### src/rtl/res_fifo_gen_pkg.sv
// Shared defaults and helper types for the res_fifo_gen FIFO slice.
// RES_FIFO_PARITY_EN is undefined by default (no parity column, no parity_err port).
package res_fifo_gen_pkg;

  localparam int DEF_DATA_WIDTH = 32;
  localparam int DEF_ADDR_WIDTH = 6;
  localparam int DEF_AE_LEVEL   = 4;

  // {write accepted, read accepted} selects how the occupancy count moves
  typedef enum logic [1:0] {
    OP_IDLE  = 2'b00,
    OP_READ  = 2'b01,
    OP_WRITE = 2'b10,
    OP_BOTH  = 2'b11
  } fifo_op_e;

  function automatic int fifoDepth(input int addrWidth);
    return 1 << addrWidth;
  endfunction

endpackage

### src/rtl/res_fifo_gen_if.sv
// Handshake/status bundle of res_fifo_gen; parity_err exists only with RES_FIFO_PARITY_EN.
interface res_fifo_gen_if
  import res_fifo_gen_pkg::*;
#(
  parameter int DATA_WIDTH = DEF_DATA_WIDTH,
  parameter int ADDR_WIDTH = DEF_ADDR_WIDTH
);

  logic                  flush;
  logic [DATA_WIDTH-1:0] din;
  logic                  wr_en;
  logic                  rd_en;
  logic [DATA_WIDTH-1:0] dout;
  logic                  rd_valid;
  logic                  full;
  logic                  empty;
  logic                  almost_full;
  logic                  almost_empty;
  logic [ADDR_WIDTH:0]   level;
  logic                  overflow;
  logic                  underflow;
`ifdef RES_FIFO_PARITY_EN
  logic                  parity_err;
`endif

  modport master (
    output flush, din, wr_en, rd_en,
`ifdef RES_FIFO_PARITY_EN
    input  parity_err,
`endif
    input  dout, rd_valid, full, empty, almost_full, almost_empty,
    input  level, overflow, underflow
  );

  modport slave (
    input  flush, din, wr_en, rd_en,
`ifdef RES_FIFO_PARITY_EN
    output parity_err,
`endif
    output dout, rd_valid, full, empty, almost_full, almost_empty,
    output level, overflow, underflow
  );

endinterface

### src/rtl/res_fifo_gen_mem.sv
// res_fifo_mem: simple dual-port RAM, synchronous read, read-old-data on collision.
// No reset, so a hard SRAM macro with the same ports can replace it.
module res_fifo_mem #(
  parameter int WIDTH      = 32,
  parameter int ADDR_WIDTH = 6
) (
  input  logic                  clk,
  input  logic                  i_wrEn,
  input  logic [ADDR_WIDTH-1:0] i_wrAddr,
  input  logic [WIDTH-1:0]      i_wrData,
  input  logic                  i_rdEn,
  input  logic [ADDR_WIDTH-1:0] i_rdAddr,
  output logic [WIDTH-1:0]      o_rdData
);

  logic [WIDTH-1:0] r_mem [0:(1<<ADDR_WIDTH)-1];
  logic [WIDTH-1:0] r_rdData;

  // Both ports in one non-blocking block: a same-address read sees the old word
  always_ff @(posedge clk) begin
    if (i_wrEn) r_mem[i_wrAddr] <= i_wrData;
    if (i_rdEn) r_rdData <= r_mem[i_rdAddr];
  end

  assign o_rdData = r_rdData;

endmodule

### src/rtl/res_fifo_gen.sv
// res_fifo_gen: synchronous FIFO with sticky overflow/underflow and 1-cycle read latency.
// Optional RES_FIFO_PARITY_EN adds a stored even-parity bit and the parity_err output.
module res_fifo_gen
  import res_fifo_gen_pkg::*;
#(
  parameter int DATA_WIDTH = DEF_DATA_WIDTH,
  parameter int ADDR_WIDTH = DEF_ADDR_WIDTH,
  parameter int AF_LEVEL   = fifoDepth(ADDR_WIDTH) - 4,
  parameter int AE_LEVEL   = DEF_AE_LEVEL
) (
  input logic           clk,
  input logic           rst_n,
  res_fifo_gen_if.slave bus
);

`ifdef RES_FIFO_PARITY_EN
  localparam int MEM_WIDTH = DATA_WIDTH + 1;
`else
  localparam int MEM_WIDTH = DATA_WIDTH;
`endif
  localparam logic [ADDR_WIDTH:0]   DEPTH_CNT = (ADDR_WIDTH+1)'(fifoDepth(ADDR_WIDTH));
  localparam logic [ADDR_WIDTH:0]   AF_CNT    = (ADDR_WIDTH+1)'(AF_LEVEL);
  localparam logic [ADDR_WIDTH:0]   AE_CNT    = (ADDR_WIDTH+1)'(AE_LEVEL);
  localparam logic [ADDR_WIDTH:0]   CNT_ONE   = (ADDR_WIDTH+1)'(1);
  localparam logic [ADDR_WIDTH-1:0] PTR_ONE   = (ADDR_WIDTH)'(1);

  logic [ADDR_WIDTH-1:0] r_wrPtr;
  logic [ADDR_WIDTH-1:0] r_rdPtr;
  logic [ADDR_WIDTH:0]   r_count;
  logic                  r_rdValid;
  logic                  r_overflow;
  logic                  r_underflow;

  logic                  w_full;
  logic                  w_empty;
  logic                  w_rdAcc;
  logic                  w_wrAcc;
  fifo_op_e              w_op;
  logic [MEM_WIDTH-1:0]  w_memWrData;
  logic [MEM_WIDTH-1:0]  w_memRdData;

  assign w_full  = (r_count == DEPTH_CNT);
  assign w_empty = (r_count == '0);

  // A same-cycle write never makes an empty FIFO readable; a read frees a full one
  assign w_rdAcc = bus.rd_en & ~w_empty & ~bus.flush;
  assign w_wrAcc = bus.wr_en & (~w_full | w_rdAcc) & ~bus.flush;
  assign w_op    = fifo_op_e'({w_wrAcc, w_rdAcc});

  always_ff @(posedge clk or negedge rst_n) begin
    if (!rst_n) begin
      r_wrPtr     <= '0;
      r_rdPtr     <= '0;
      r_count     <= '0;
      r_rdValid   <= 1'b0;
      r_overflow  <= 1'b0;
      r_underflow <= 1'b0;
    end else if (bus.flush) begin
      r_wrPtr     <= '0;
      r_rdPtr     <= '0;
      r_count     <= '0;
      r_rdValid   <= 1'b0;
      r_overflow  <= 1'b0;
      r_underflow <= 1'b0;
    end else begin
      if (w_wrAcc) r_wrPtr <= r_wrPtr + PTR_ONE;
      if (w_rdAcc) r_rdPtr <= r_rdPtr + PTR_ONE;
      case (w_op)
        OP_WRITE: r_count <= r_count + CNT_ONE;
        OP_READ:  r_count <= r_count - CNT_ONE;
        default:  r_count <= r_count;
      endcase
      r_rdValid <= w_rdAcc;
      if (bus.wr_en && w_full && !w_rdAcc) r_overflow <= 1'b1;
      if (bus.rd_en && w_empty) r_underflow <= 1'b1;
    end
  end

`ifdef RES_FIFO_PARITY_EN
  assign w_memWrData    = {^bus.din, bus.din};
  assign bus.dout       = r_rdValid ? w_memRdData[DATA_WIDTH-1:0] : '0;
  assign bus.parity_err = r_rdValid & (^w_memRdData);
`else
  assign w_memWrData    = bus.din;
  assign bus.dout       = r_rdValid ? w_memRdData : '0;
`endif

  res_fifo_mem #(
    .WIDTH      (MEM_WIDTH),
    .ADDR_WIDTH (ADDR_WIDTH)
  ) u_mem (
    .clk      (clk),
    .i_wrEn   (w_wrAcc),
    .i_wrAddr (r_wrPtr),
    .i_wrData (w_memWrData),
    .i_rdEn   (w_rdAcc),
    .i_rdAddr (r_rdPtr),
    .o_rdData (w_memRdData)
  );

  assign bus.rd_valid     = r_rdValid;
  assign bus.full         = w_full;
  assign bus.empty        = w_empty;
  assign bus.almost_full  = (r_count >= AF_CNT);
  assign bus.almost_empty = (r_count <= AE_CNT);
  assign bus.level        = r_count;
  assign bus.overflow     = r_overflow;
  assign bus.underflow    = r_underflow;

endmodule
### src/flat_wrapper.sv
// flat-port wrapper written by rule: the top's interface ports become plain ports
module res_fifo_gen_flat import res_fifo_gen_pkg::*;
#(
  parameter int DATA_WIDTH = DEF_DATA_WIDTH,
  parameter int ADDR_WIDTH = DEF_ADDR_WIDTH,
  parameter int AF_LEVEL   = fifoDepth(ADDR_WIDTH) - 4,
  parameter int AE_LEVEL   = DEF_AE_LEVEL
)
  (clk, rst_n, bus_flush, bus_din, bus_wr_en, bus_rd_en, bus_dout, bus_rd_valid, bus_full, bus_empty, bus_almost_full, bus_almost_empty, bus_level, bus_overflow, bus_underflow);
  res_fifo_gen_if #(.DATA_WIDTH(DATA_WIDTH), .ADDR_WIDTH(ADDR_WIDTH)) bus_i ();
  input logic clk;
  input logic rst_n;
  input wire logic [$bits(bus_i.flush)-1:0] bus_flush;
  input wire logic [$bits(bus_i.din)-1:0] bus_din;
  input wire logic [$bits(bus_i.wr_en)-1:0] bus_wr_en;
  input wire logic [$bits(bus_i.rd_en)-1:0] bus_rd_en;
  output wire logic [$bits(bus_i.dout)-1:0] bus_dout;
  output wire logic [$bits(bus_i.rd_valid)-1:0] bus_rd_valid;
  output wire logic [$bits(bus_i.full)-1:0] bus_full;
  output wire logic [$bits(bus_i.empty)-1:0] bus_empty;
  output wire logic [$bits(bus_i.almost_full)-1:0] bus_almost_full;
  output wire logic [$bits(bus_i.almost_empty)-1:0] bus_almost_empty;
  output wire logic [$bits(bus_i.level)-1:0] bus_level;
  output wire logic [$bits(bus_i.overflow)-1:0] bus_overflow;
  output wire logic [$bits(bus_i.underflow)-1:0] bus_underflow;
  assign bus_i.flush = bus_flush;
  assign bus_i.din = bus_din;
  assign bus_i.wr_en = bus_wr_en;
  assign bus_i.rd_en = bus_rd_en;
  assign bus_dout = bus_i.dout;
  assign bus_rd_valid = bus_i.rd_valid;
  assign bus_full = bus_i.full;
  assign bus_empty = bus_i.empty;
  assign bus_almost_full = bus_i.almost_full;
  assign bus_almost_empty = bus_i.almost_empty;
  assign bus_level = bus_i.level;
  assign bus_overflow = bus_i.overflow;
  assign bus_underflow = bus_i.underflow;
  res_fifo_gen #(.DATA_WIDTH(DATA_WIDTH), .ADDR_WIDTH(ADDR_WIDTH), .AF_LEVEL(AF_LEVEL), .AE_LEVEL(AE_LEVEL)) u_core (.clk(clk), .rst_n(rst_n), .bus(bus_i));
endmodule
### config.mk
export PLATFORM = sky130hd
export DESIGN_NAME = res_fifo_gen_flat
export DESIGN_NICKNAME = d
export VERILOG_FILES = /design/src/rtl/res_fifo_gen_pkg.sv /design/src/rtl/res_fifo_gen_if.sv /design/src/rtl/res_fifo_gen_mem.sv /design/src/rtl/res_fifo_gen.sv /design/src/flat_wrapper.sv
export SDC_FILE = /design/constraint.sdc
export NUM_CORES = 2
export LEC_CHECK = 0
export CORE_UTILIZATION = 35
export DETAILED_ROUTE_END_ITERATION = 16
export HOLD_SLACK_MARGIN = 0.03
export PLACE_DENSITY = 0.6
export SYNTH_ARGS = -nofsm -noshare
export SYNTH_HDL_FRONTEND = slang
export SYNTH_SLANG_ARGS = --single-unit
### constraint.sdc
create_clock -name clk -period 3.4 [get_ports clk]
set_clock_uncertainty 0.1 [all_clocks]
set_input_delay 0.68 -clock clk [delete_from_list [all_inputs] [get_ports clk]]
set_output_delay 0.68 -clock clk [all_outputs]
set_load 0.02 [all_outputs]
==> impl_metrics.csv <==
group,metric,value,unit
outcome,status,"completed",
floorplan,dieArea,0.233,sq mm
clock_tree,cts-hold-fix-buffers,0,
worst_hold_path,min-delay-start,"bus_din[25]",
synthesis,synth_nets,3544,
worst_hold_path,hp-class,"primary input to register",
routing,highest_layer,"met5",
synthesis,synth_compound_area_share,2.26,%
global_routing,grt_pass1_wl,299000,microns
synthesis,synth_cells,3503,
synthesis,async_flop_share,1.05,%
critical_path,r2r_end,"u_core.u_mem.o_rdData[30]$_DFFE_PN_",
synthesis,synthMuxAreaShare,16.4,%
power,peakVddDrop,0.000416,V
critical_path,ff2ff_path_depth,7,
critical_path,critPathMaxFanout,9,
sta,slew_violations,0,
critical_path,path_cells,"buf_4, or4_4, nor2_1, dlygate4sd2_1",
clock_tree,path_clk_slew,0.06,ns
routing,vias,39000,
clock_tree,numCtsBuffers,208,
floorplan,num_rows,176,
worst_hold_path,whs_endpoint,"u_core.u_mem.r_mem[50][25]$_DFFE_PP_",
synthesis,synth_edf_count,2080,
clock_tree,cts.sinks,2102,
synthesis,synthAdderAreaFrac,0.0618,%
clock_tree,root_buffer,"clkbuf_16",
flow_run,max-cap-violations,0,
sta,worst_slew_pin_slew,1.18,ns
sta,maxSlewHeadroom,21.1,%
global_routing,grt_util_all_layers,18.2,%
final_layout,final_cell_mix,"edfxtp_1, mux4_2, buf_4",
sta,setup_viol,0,
final_layout,area_growth,17.8,%
synthesis,synth.distinct_cells,56,
power,p_leak,0.0289,uW
critical_path,crit_required,2.62,ns
sta,period_needed,3.27,ns
routing,wirelength,211000,microns
critical_path,slowest_delay,0.59,ns
power,power_density,661,mW/mm^2
critical_path,r2r_slack,0.15,ns
clock_tree,cts_tree,"done",
floorplan,coreArea,0.230,sq mm
floorplan,io_pins,83,
critical_path,crit_slowest_cell,"or4_4",
synthesis,synthSimpleGateAreaFrac,1.89,%
critical_path,crit_path_start_kind,"register",
routing,routed_via_density,5.47,
power,total_power,63100,uW
critical_path,arrival,2.49,ns
critical_path,crit_type,"register to primary output",
synthesis,ys_seq_area_share,77.9,%
routing,drtAntennaViolNets,0,
routing,met3WireLength,15800,microns
routing,wl_met1,88300,microns
routing,routed-wl-met2,101000,microns
placed_design,dp_hpwl,128000,microns
synthesis,yosys_warnings,0,
sta,fin_crit_sh,96.1,%
placed_design,port-buffer-count,82,
floorplan,start_util,35.2,%
routing,wl_per_cell,29.6,microns
sta,timing.fmax,0.306,GHz
placed_design,globalplace.congestion,0.857,
synthesis,synth_top_flop_cell,"edfxtp_1",
sta,hold_slack,0.0942,ns
routing,drtIter0Drc,4619,
clock_tree,clockBufferDepth,3,
routing,drtPass1Iterations,6,
synthesis,postSynthAreaPerCell,23.1,sq um
routing,drc,0,
final_layout,fin_nets,3965,
clock_tree,insertion_delay,0.85,ns
global_routing,grt_pass1_vias,39400,
global_routing,grt_max_degree,72,
floorplan,die_w,483,microns
worst_hold_path,whs_path_depth,1,
critical_path,r2r_start,"u_core.r_rdPtr[0]$_DFFE_PN0P_",
sta,hold_violations,0,
final_layout,mostFrequentLayoutCell,"edfxtp_1",
final_layout,drive_gt1_share,32.6,%
clock_tree,h-tree-depth,4,
global_routing,antenna_found_initial,20,
synthesis,synth_xor_area_share,0.162,%
critical_path,crit_path_end_kind,"primary output",
synthesis,synth_top_family_by_area,"multiplexers",
sta,rsz0062_at_grt,"false",
floorplan,die_y,483,microns
synthesis,synth_area,0.0809,sq mm
synthesis,synth-seq-cells,2102,
global_routing,grt_overflow,0,
state kept, by name (all words and copies together) (netlist names):
| register | cells |
|---|---|
| u_core.u_mem.r_mem | 2048 |
| u_core.u_mem.o_rdData | 32 |
| u_core.bus.level | 7 |
| u_core.r_rdPtr | 6 |
| u_core.r_wrPtr | 6 |
| u_core.bus.overflow | 1 |
| u_core.bus.rd_valid | 1 |
| u_core.bus.underflow | 1 |
worst max path at each step:
| stage | start | end | slack, ns | depth (start not counted) |
|---|---|---|---|---|
| 2_1_floorplan | bus_flush | u_core.u_mem.r_mem[63][0]$_DFFE_PP_ | -0.31 | 7 |
| 3_3_place_gp | bus_rd_en | u_core.u_mem.r_mem[62][28]$_DFFE_PP_ | -0.03 | 5 |
| 3_5_place_dp | bus_rd_en | u_core.u_mem.r_mem[62][18]$_DFFE_PP_ | -0.02 | 5 |
| 4_1_cts | u_core.bus.level[3]$_DFFE_PN0P_ | bus_empty | -0.006 | 4 |
| 5_1_grt | u_core.r_rdPtr[0]$_DFFE_PN0P_ | u_core.u_mem.o_rdData[30]$_DFFE_PN_ | 0.005 | 7 |
| 6_report | u_core.bus.level[3]$_DFFE_PN0P_ | bus_almost_empty | 0.13 | 4 |
power by group:
| part | internal [uW] | total, uW | switching [uW] |
|---|---|---|---|
| Clock | 12400 | 22300 | 9860 |
| Combinational | 5860 | 11900 | 6040 |
| Sequential | 28700 | 28900 | 196 |
| Total | 47000 | 63100 | 16100 |
repair_timing:
| action | in CTS | in global routing |
|---|---|---|
| gates resized for setup | 8 | 2 |
| buffers inserted | 0 | 2 |
| cloned | 0 | 0 |
| pin swaps | 0 | 1 |
| setup endpoints to repair | 7 | 3 |
worst max-delay path, delay by kind of cell, from the launching register on:
kind | cells | cell delay [ns]
simple gates | 2 | 0.71
buf+inv | 2 | 0.52
flops | 1 | 0.42
cells in the mapped netlist, drive strengths merged, types with 31 or more instances:
cell    count  area, sq um
a211oi     32          240
a22oi      62          465
buf       112          726
mux4      546        12300
and2       33          206
edfxtp   2080        62500
o21ai      35          179
nand2      49          184
nand3b     34          255
mux2       31          349
nor2b      37          231
nor2       96          368
mux2i      66          661
a21oi      43          215
clkbuf     89          334
o22ai      32          200
through the flow:
stage / worst slack, ns / utilization [%] / instance area, sq um / instances / setup TNS [ns]
after global placement: -0.0339 / 38.6 / 88700 / 6738 / -0.947
after CTS: -0.00618 / 41.5 / 95300 / 7119 / -0.0102
after floorplan: -0.306 / - / 80900 / 3503 / -419.39
after global routing: 0.00527 / 41.5 / 95400 / 7122 / 0
after detailed placement: -0.0186 / 38.6 / 88700 / 6738 / -0.435
final: 0.134 / 41.5 / 95400 / 7125 / 0
logic make-up after synthesis:
logic type      count (synthesis)
mux                           643
xor+xnor                       15
fa+ha+maj                       4
compound gates                245
buf+inv                       203
simple gates                  291
flops                        2102
final cells by class:
class,instances,area (sq um)
fill,19800,135000
tap,3026,3790
inverter,2,7.51
sequential,2102,63000
multi-input combinational,1198,17400
timing repair buffer,412,4550
clock inverter,121,1160
clock buffer,260,5440
antenna,4,10.0
per-layer routing:
layer / vias up / global-route usage [%]
met2: 1544 / 28.8
met4: 8 / 5.62
met1: 21300 / 25.6
met5: - / 0
met3: 278 / 3.18
li1: 15800 / -
(Power assumes the default switching activity.)
